**src/rtl/decode_stage.sv**
```systemverilog
`default_nettype none
// ============================================================================
//  Module   : decode_stage
//  Purpose  : RV32I instruction decode stage with a valid/ready handshake on
//             both sides. It has an output register and a one-entry skid
//             register, so in_ready is a registered signal and throughput is
//             one instruction per cycle.
//  Revision : 1.0 - initial release
//
//  Parameters
//    XLEN       width of pc_in / pc_out / imm (32 or more)
//    EN_SYSTEM  1: FENCE and SYSTEM decode as legal no-ops, 0: illegal
//  Ports
//    clk, rst       clock (rising edge), asynchronous active-high reset
//    flush          synchronous clear; drops every bundle held in the stage
//    in_valid       upstream instruction present
//    in_ready       stage can accept an instruction (registered)
//    instr, pc_in   instruction word and its address
//    out_valid      decoded bundle present
//    out_ready      downstream accepts the bundle
//    pc_out         address carried with the bundle
//    a0 / a1 / a2   rs1 / rs2 / rd fields
//    imm            format-selected immediate
//    func           {funct7, funct3}, zeroed where the opcode has none
//    en_*           control enables
//    ld_code        writeback source (NO/ALU/MEM/IMM/PC/PC+IMM)
//    illegal        unsupported opcode
// ============================================================================
module decode_stage #(
  parameter int XLEN      = 32,
  parameter bit EN_SYSTEM = 1'b1
) (
  input  logic            clk,
  input  logic            rst,
  input  logic            flush,
  input  logic            in_valid,
  output logic            in_ready,
  input  logic [31:0]     instr,
  input  logic [XLEN-1:0] pc_in,
  output logic            out_valid,
  input  logic            out_ready,
  output logic [XLEN-1:0] pc_out,
  output logic [4:0]      a0,
  output logic [4:0]      a1,
  output logic [4:0]      a2,
  output logic [XLEN-1:0] imm,
  output logic [9:0]      func,
  output logic            en_jmp,
  output logic            en_uncond_jmp,
  output logic            en_rel_reg_jmp,
  output logic            en_imm,
  output logic            en_reg_wr,
  output logic            en_mem_wr,
  output logic [2:0]      ld_code,
  output logic            illegal
);

  localparam logic [6:0] OP_LUI    = 7'b0110111;
  localparam logic [6:0] OP_AUIPC  = 7'b0010111;
  localparam logic [6:0] OP_JAL    = 7'b1101111;
  localparam logic [6:0] OP_JALR   = 7'b1100111;
  localparam logic [6:0] OP_LOAD   = 7'b0000011;
  localparam logic [6:0] OP_STORE  = 7'b0100011;
  localparam logic [6:0] OP_BRANCH = 7'b1100011;
  localparam logic [6:0] OP_OPIMM  = 7'b0010011;
  localparam logic [6:0] OP_OP     = 7'b0110011;
  localparam logic [6:0] OP_FENCE  = 7'b0001111;
  localparam logic [6:0] OP_SYSTEM = 7'b1110011;

  localparam logic [2:0] LD_NO    = 3'b000;
  localparam logic [2:0] LD_ALU   = 3'b001;
  localparam logic [2:0] LD_MEM   = 3'b010;
  localparam logic [2:0] LD_IMM   = 3'b011;
  localparam logic [2:0] LD_PC    = 3'b100;
  localparam logic [2:0] LD_PCIMM = 3'b101;

  typedef struct packed {
    logic [XLEN-1:0] pc;
    logic [4:0]      a0;
    logic [4:0]      a1;
    logic [4:0]      a2;
    logic [XLEN-1:0] imm;
    logic [9:0]      func;
    logic            en_jmp;
    logic            en_uncond_jmp;
    logic            en_rel_reg_jmp;
    logic            en_imm;
    logic            en_reg_wr;
    logic            en_mem_wr;
    logic [2:0]      ld_code;
    logic            illegal;
  } bundle_t;

  typedef enum logic [1:0] {
    S_EMPTY = 2'd0,
    S_ONE   = 2'd1,
    S_FULL  = 2'd2
  } state_t;

  // --------------------------------------------------------------------------
  // Combinational decode of the incoming instruction
  // --------------------------------------------------------------------------
  logic [XLEN-1:0] w_imm_i, w_imm_s, w_imm_b, w_imm_u, w_imm_j;
  logic [9:0]      w_func_full;
  logic [2:0]      w_funct3;
  bundle_t         w_dec;

  // Size casts of signed values sign-extend; the U immediate is cast from an
  // unsigned value and therefore zero-extends.
  assign w_imm_i = XLEN'($signed(instr[31:20]));
  assign w_imm_s = XLEN'($signed({instr[31:25], instr[11:7]}));
  assign w_imm_b = XLEN'($signed({instr[31], instr[7], instr[30:25],
                                  instr[11:8], 1'b0}));
  assign w_imm_j = XLEN'($signed({instr[31], instr[19:12], instr[20],
                                  instr[30:21], 1'b0}));
  assign w_imm_u = XLEN'({instr[31:12], 12'b0});

  assign w_funct3    = instr[14:12];
  assign w_func_full = {instr[31:25], instr[14:12]};

  always_comb begin : p_decode
    w_dec    = '0;
    w_dec.pc = pc_in;
    w_dec.a0 = instr[19:15];
    w_dec.a1 = instr[24:20];
    w_dec.a2 = instr[11:7];
    if (instr[1:0] != 2'b11) begin
      w_dec.illegal = 1'b1;
    end else begin
      case (instr[6:0])
        OP_LUI: begin
          w_dec.imm       = w_imm_u;
          w_dec.ld_code   = LD_IMM;
          w_dec.en_reg_wr = 1'b1;
        end
        OP_AUIPC: begin
          w_dec.imm       = w_imm_u;
          w_dec.ld_code   = LD_PCIMM;
          w_dec.en_reg_wr = 1'b1;
        end
        OP_JAL: begin
          w_dec.imm           = w_imm_j;
          w_dec.ld_code       = LD_PC;
          w_dec.en_jmp        = 1'b1;
          w_dec.en_uncond_jmp = 1'b1;
          w_dec.en_imm        = 1'b1;
          w_dec.en_reg_wr     = 1'b1;
        end
        OP_JALR: begin
          w_dec.imm            = w_imm_i;
          w_dec.func           = w_func_full;
          w_dec.ld_code        = LD_PC;
          w_dec.en_jmp         = 1'b1;
          w_dec.en_rel_reg_jmp = 1'b1;
          w_dec.en_imm         = 1'b1;
          w_dec.en_reg_wr      = 1'b1;
        end
        OP_LOAD: begin
          w_dec.imm       = w_imm_i;
          w_dec.ld_code   = LD_MEM;
          w_dec.en_imm    = 1'b1;
          w_dec.en_reg_wr = 1'b1;
        end
        OP_STORE: begin
          w_dec.imm       = w_imm_s;
          w_dec.en_imm    = 1'b1;
          w_dec.en_mem_wr = 1'b1;
        end
        OP_BRANCH: begin
          w_dec.imm    = w_imm_b;
          w_dec.func   = w_func_full;
          w_dec.en_jmp = 1'b1;
        end
        OP_OPIMM: begin
          w_dec.imm       = w_imm_i;
          w_dec.ld_code   = LD_ALU;
          w_dec.en_imm    = 1'b1;
          w_dec.en_reg_wr = 1'b1;
          // Only the shift-immediates carry a meaningful funct7.
          if (w_funct3 == 3'b001 || w_funct3 == 3'b101) begin
            w_dec.func = w_func_full;
          end else begin
            w_dec.func = {7'b0, w_funct3};
          end
        end
        OP_OP: begin
          w_dec.func      = w_func_full;
          w_dec.ld_code   = LD_ALU;
          w_dec.en_reg_wr = 1'b1;
        end
        OP_FENCE, OP_SYSTEM: begin
          w_dec.illegal = !EN_SYSTEM;
        end
        default: begin
          w_dec.illegal = 1'b1;
        end
      endcase
    end
    // Writes to x0 are discarded for every opcode.
    w_dec.en_reg_wr = w_dec.en_reg_wr & (|instr[11:7]);
  end

  // --------------------------------------------------------------------------
  // Handshake state machine
  // --------------------------------------------------------------------------
  state_t  r_state, w_state_nxt;
  bundle_t r_out, r_skid;
  logic    r_out_valid, r_in_ready;
  logic    w_in_fire, w_out_fire;
  logic    w_load_out_in, w_load_out_skid, w_load_skid;

  assign w_in_fire  = in_valid & r_in_ready;
  assign w_out_fire = r_out_valid & out_ready;

  always_ff @(posedge clk or posedge rst) begin : p_state
    if (rst) begin
      r_state <= S_EMPTY;
    end else begin
      r_state <= w_state_nxt;
    end
  end

  always_comb begin : p_next
    w_state_nxt     = r_state;
    w_load_out_in   = 1'b0;
    w_load_out_skid = 1'b0;
    w_load_skid     = 1'b0;
    if (flush) begin
      w_state_nxt = S_EMPTY;
    end else begin
      case (r_state)
        S_EMPTY: begin
          if (w_in_fire) begin
            w_state_nxt   = S_ONE;
            w_load_out_in = 1'b1;
          end
        end
        S_ONE: begin
          if (w_in_fire && w_out_fire) begin
            w_load_out_in = 1'b1;
          end else if (w_in_fire) begin
            w_state_nxt = S_FULL;
            w_load_skid = 1'b1;
          end else if (w_out_fire) begin
            w_state_nxt = S_EMPTY;
          end
        end
        S_FULL: begin
          // in_ready is low here, so only the drain can happen.
          if (w_out_fire) begin
            w_state_nxt     = S_ONE;
            w_load_out_skid = 1'b1;
          end
        end
        default: begin
          w_state_nxt = S_EMPTY;
        end
      endcase
    end
  end

  // Handshake flags are registered from the next state so both outputs come
  // straight from flops.
  always_ff @(posedge clk or posedge rst) begin : p_flags
    if (rst) begin
      r_out_valid <= 1'b0;
      r_in_ready  <= 1'b1;
    end else begin
      r_out_valid <= (w_state_nxt != S_EMPTY);
      r_in_ready  <= (w_state_nxt != S_FULL);
    end
  end

  always_ff @(posedge clk or posedge rst) begin : p_data
    if (rst) begin
      r_out  <= '0;
      r_skid <= '0;
    end else begin
      if (w_load_out_in) begin
        r_out <= w_dec;
      end else if (w_load_out_skid) begin
        r_out <= r_skid;
      end
      if (w_load_skid) begin
        r_skid <= w_dec;
      end
    end
  end

  assign in_ready       = r_in_ready;
  assign out_valid      = r_out_valid;
  assign pc_out         = r_out.pc;
  assign a0             = r_out.a0;
  assign a1             = r_out.a1;
  assign a2             = r_out.a2;
  assign imm            = r_out.imm;
  assign func           = r_out.func;
  assign en_jmp         = r_out.en_jmp;
  assign en_uncond_jmp  = r_out.en_uncond_jmp;
  assign en_rel_reg_jmp = r_out.en_rel_reg_jmp;
  assign en_imm         = r_out.en_imm;
  assign en_reg_wr      = r_out.en_reg_wr;
  assign en_mem_wr      = r_out.en_mem_wr;
  assign ld_code        = r_out.ld_code;
  assign illegal        = r_out.illegal;

endmodule
`default_nettype wire

```
**config.mk**
```make
export PLATFORM = sky130hd
export DESIGN_NAME = decode_stage
export DESIGN_NICKNAME = d
export VERILOG_FILES = /design/src/rtl/decode_stage.sv
export SDC_FILE = /design/constraint.sdc
export NUM_CORES = 1
export LEC_CHECK = 0
export CORE_UTILIZATION = 56
export CTS_BUF_LIST = sky130_fd_sc_hd__clkbuf_4 sky130_fd_sc_hd__clkbuf_8 sky130_fd_sc_hd__clkbuf_16
export CTS_CLUSTER_DIAMETER = 40
export DETAILED_ROUTE_END_ITERATION = 16
export HOLD_SLACK_MARGIN = 0.03
export PLACE_DENSITY_LB_ADDON = 0.05
export SETUP_SLACK_MARGIN = 0.1
export SYNTH_ARGS = -nofsm -noshare
export SYNTH_HDL_FRONTEND = slang
export SYNTH_SLANG_ARGS = --single-unit
```
**constraint.sdc**
```tcl
create_clock -name clk -period 15.3 [get_ports clk]
set_input_delay 3.06 -clock clk [delete_from_list [all_inputs] [get_ports clk]]
set_output_delay 3.06 -clock clk [all_outputs]
set_load 0.02 [all_outputs]
```
# Word-level counts from Yosys, hierarchy flattened
# Cells that the tools add are included.
# classes
eq_ne	17
mux	32
bitwise	3
reduce_logical	15
# op_table
cell	n
99-bit 2-to-1 mux	2
32-bit one-hot mux with 5 select lines	1
51-bit 2-to-1 mux	1
7-bit equality test (second input constant)	4
7-bit by 6-bit equality test with 1-bit output (second input constant)	3
10-bit one-hot mux with 2 select lines	1
1-bit 2-to-1 mux	17
3-bit one-hot mux with 5 select lines	1
7-bit by 5-bit equality test with 1-bit output (second input constant)	2
2-bit 2-to-1 mux	6
11-bit OR reduction	1
10-bit 2-to-1 mux	1
5-bit OR reduction	2
3-bit OR reduction	3
7-bit by 2-bit equality test with 1-bit output (second input constant)	1
7-bit by 4-bit equality test with 1-bit output (second input constant)	1
7-bit OR reduction	1
2-bit one-hot mux with 3 select lines	1
2-bit OR reduction	3
2-bit != test (second input constant)	2
2-bit nonzero test	2
1-bit AND	3
3-bit by 1-bit equality test with 1-bit output (second input constant)	1
3-bit equality test (second input constant)	1
other kinds (6)	6
# word_totals
register_bits	202
out_inout_bits	101

# Logic depth before layout (Yosys ltp)
# depth
word_depth	7
mapped_depth	7

# Least setup slack after synthesis
# Ideal clock, no wire load.
# synth_timing
kind	input-to-reg
start	input instr[6]
end	register r_out (netlist bit imm[1])
setup_time_ns	0.082
arrival_time_ns	4.166
slack_ns	11.052
stages	5
path_buffers	1
path_cell_list	buf_4 > or4_4 > a21oi_4 > a221oi_1 > a31oi_1
# synth_between
elab_chain_len	5
elab_cells_between_ends	13
cone_classes	8 x eq/ne; 3 x mux; 2 x reduce/logical
# synth_lines
item	line_no	rtl
start: declaration	38	input logic [31:0] instr,
7-bit by 5-bit equality test with 1-bit output (tied with other cells)	130	case (instr[6:0])
3-bit OR reduction (no line) or 2-bit OR reduction (tied branches)	-	
32-bit one-hot mux with 5 select lines *	130	
51-bit 2-to-1 mux *	127	if (instr[1:0] != 2'b11) begin
99-bit 2-to-1 mux *	279	if (w_load_out_in) begin
end signal: assignment	280	r_out <= w_dec;
end signal: assignment	282	r_out <= r_skid;
end: declaration	207	bundle_t r_out, r_skid;
# Mark *: on every way between the ends. The rest lies on a longest branch, timed or not.
# A chain may end at the register's enable or synchronous reset.

# Worst setup path after layout
# layout_timing
start	input flush
end	register r_out (netlist bit func[3])
# layout_between
elab_chain_len	2
elab_cells_between_ends	4
cone_classes	3 x mux; 1 x reduce/logical
# layout_lines
item	line_no	rtl
start: declaration	35	input logic flush,
1-bit 2-to-1 mux	228	if (flush) begin
99-bit 2-to-1 mux or 2-bit nonzero test (tied branches)	-	
# Several ways; a longest one is shown, not always the timed one.

==> impl_metrics.env <==
export IMPL_tritoncts_num_buffers=27
export IMPL_min_period_ns=5.19
export IMPL_hp_start="pc_out[6]"
export IMPL_reg2reg_to="r_skid[49]"
export IMPL_place_hpwl_mm=13.2
export IMPL_slew_viol_final=0
export IMPL_yosysWarnings=0
export IMPL_met3WireLength_mm=1.49
export IMPL_peakVddDrop_uv=104
export IMPL_min_path_type="flop to flop"
export IMPL_synth_most_common_cell="nand2_1"
export IMPL_critical_path_arrival_ns=5.64
export IMPL_tightest_slew_ns=1.15
export IMPL_ys_seq_elements=202
export IMPL_max_stage_delay_ns=0.73
export IMPL_syn_nets=967
export IMPL_syn_area_um2=8810
export IMPL_power_density_nw_per_um2=164
export IMPL_avgSynthCellArea_um2=9.81
export IMPL_ant_nets=0
export IMPL_ys_seq_area_share_pct=57.4
export IMPL_fin_setup_tns_ns=0
export IMPL_dieHeight_um=127
export IMPL_status="finished clean"
export IMPL_critical_path_class="input pin to flop"
export IMPL_drt_iter0_markers=628
export IMPL_critPathSlowestCell="a22oi_4"
export IMPL_crit_family="buffers and inverters"
export IMPL_r2r_start="in_ready"
export IMPL_clock_latency_ns=0.52
export IMPL_synthCells=898
export IMPL_io_buffers=169
export IMPL_synth_distinct_cells=60
export IMPL_grt_usage_pct=28.1
export IMPL_end_kind="flop"
export IMPL_grt_ovfl_total=0
export IMPL_synth_edf_count=0
export IMPL_yosys_area_top_type="dfrtp_1"
export IMPL_drcViolationCount=0
export IMPL_cts_repair_resized=0
export IMPL_dr_max_layer_used="met4"
export IMPL_post_route_util_pct=75.1
export IMPL_diodes=0
export IMPL_rows=45
export IMPL_n_fill_cell=1089
export IMPL_worstHoldPathCells=2
export IMPL_regToRegSetupSlack_ns=12.75
export IMPL_synth_area_leaders="dfrtp_1 (57%), nand2_1 (13%), a22oi_1 (5.4%)"
export IMPL_gp_congestion=0.789
export IMPL_cts_hold_buffers=0
export IMPL_die_area_um2=16200
export IMPL_fin_crit_sh_pct=33.9
export IMPL_first_pass_iters=5
export IMPL_crit_chain="clkdlybuf4s50_1 -> and4bb_2 -> a22oi_4 -> buf_4 -> a22o_1 -> a21o_1"
export IMPL_io_pins=170
export IMPL_rsz0062_at_grt="no"
export IMPL_cap_violations=0
export IMPL_viasPerCell=5.75
export IMPL_cts_setup_buffers=0
export IMPL_skew_ns=0.0182
export IMPL_min_to="pc_out[6]"
export IMPL_finalSetupViolations=0
export IMPL_num_vias=7306
export IMPL_ys_flop_type="dfrtp_1"
export IMPL_grt_pass1_wl_mm=36.4
export IMPL_grt_max_degree=122
export IMPL_worstPathRequired_ns=15.75
export IMPL_crit_buf_inv=2
export IMPL_final_nets=1110
export IMPL_fmax_ghz=0.193
export IMPL_wl_met2_mm=10.5
export IMPL_clkSinkCount=202
export IMPL_cts_root_buf="clkbuf_16"
export IMPL_hold_viol=0
export IMPL_drive_gt1_share_pct=7.45
export IMPL_r2r_cells=5
export IMPL_grt_pass1_vias=7085
export IMPL_max_clock_path_buffers=3
export IMPL_leakage_nw=5.43
export IMPL_die_w_um=127
export IMPL_cts_max_level=1
export IMPL_startpoint_type="input pin"
export IMPL_cts_tree="done"
export IMPL_clkTransAtPathRegs_ns=0.06
export IMPL_synth_top_area_share_pct=57.1
export IMPL_wl_met1_mm=9.99
export IMPL_synth_common_cells="nand2_1 (306), dfrtp_1 (201), a22oi_1 (63)"
export IMPL_start_util_pct=57.8
export IMPL_wire_per_inst_um=17.6
export IMPL_syn_to_final_growth_pct=30.0
export IMPL_critical_path_depth=6
export IMPL_wl_mm=22.4
export IMPL_ys_async_sr_fraction_pct=100
export IMPL_worst_path_max_fanout=51
export IMPL_antenna_found_initial=0
export IMPL_maxSlewHeadroom_pct=23.3
export IMPL_core_um2=15300
-- where the power goes --
part	total, mW	internal [mW]	leakage [nW]	switching (mW)
Clock	0.657	0.422	0.457	0.235
Sequential	0.779	0.691	2.59	0.0872
Combinational	0.447	0.201	2.39	0.246
-- area by class of cell --
class	instances	area (um^2)	area share, %
clock buffer	31	718	6.27
clock inverter	17	238	2.07
inverter	4	22.5	0.197
multi-input combinational	631	3430	29.9
sequential	202	5060	44.1
tap	211	264	2.30
timing repair buffer	175	1740	15.2
-- sequential cells by signal, summed over array words and instances, names as in the netlist, 2 cells and up --
name	cells
pc_out	32
r_skid	99
ld_code	3
func	10
a1	5
a0	5
a2	5
imm	32
r_state	2
-- logic make-up after synthesis --
| kind of cell | Yosys count | share of synthesized area, % |
|---|---|---|
| AND/OR/NAND/NOR | 421 | 20.3 |
| flip-flops | 202 | 57.4 |
| XOR/XNOR | 1 | 0.0994 |
| AO/OA/AOI/OAI | 198 | 17.0 |
| buffers and inverters | 65 | 3.90 |
| multiplexers | 11 | 1.31 |
-- worst reg2reg max path: cells and delay by family, from the launching register on --
family                 cells  cell delay (ns)
buffers and inverters      1             0.42
AO/OA/AOI/OAI              2             1.02
flip-flops                 1             0.54
AND/OR/NAND/NOR            2             0.41
-- metal layers --
| metal | GRT usage (%) | vias to the layer above |
|---|---|---|
| met5 | 0 | - |
| met4 | 8.12 | 0 |
| met3 | 4.65 | 43 |
| met2 | 45.5 | 246 |
| met1 | 39.2 | 3616 |
| li1 | - | 3401 |
-- how the worst max path moves through the flow --
| stage | from | endpoint | slack (ns) |
|---|---|---|---|
| global placement | flush | func[2] | 9.62 |
| global route | flush | ld_code[2] | 9.94 |
| CTS | flush | func[3] | 10.09 |
| finish | flush | func[3] | 10.11 |
| floorplan | rst | a0[0] | 6.73 |
| detailed placement | flush | func[0] | 9.58 |
-- placed cells by master (no fill, tap or decap), types with 3 or more instances in the layout --
| cell type | n |
|---|---|
| dfrtp_1 | 201 |
| a22oi_1 | 63 |
| a221oi_1 | 8 |
| mux2i_1 | 7 |
| o21ai_1 | 15 |
| nor3b_1 | 3 |
| a21o_1 | 18 |
| clkinv_2 | 3 |
| a21oi_1 | 24 |
| a22o_1 | 29 |
| a221o_1 | 3 |
| a31oi_1 | 5 |
| o21ai_0 | 3 |
| nor2_2 | 3 |
| nand2b_1 | 4 |
| bufinv_16 | 5 |
| clkinvlp_4 | 5 |
| nor2b_1 | 5 |
| clkdlybuf4s50_1 | 169 |
| nor2_1 | 42 |
| nand3_1 | 27 |
| clkbuf_16 | 27 |
| nor3_1 | 3 |
| a32o_1 | 6 |
| buf_4 | 6 |
| nand2_1 | 305 |
| a32oi_1 | 9 |
-- metrics by stage --
| step | hold slack [ns] | power, mW | cell area, um^2 | setup slack (ns) | instances |
|---|---|---|---|---|---|
| after floorplan | 0.446 | 1.03 | 8810 | 6.73 | 898 |
| after global placement | 0.457 | 1.22 | 10500 | 9.62 | 1223 |
| after detailed placement | 0.462 | 1.23 | 10500 | 9.58 | 1223 |
| after CTS | 0.475 | 1.89 | 11500 | 10.09 | 1271 |
| after global routing | 0.487 | 1.97 | 11500 | 9.94 | 1271 |
| final | 0.471 | 1.88 | 11500 | 10.11 | 1271 |
Power figures use the tool's default switching activity.
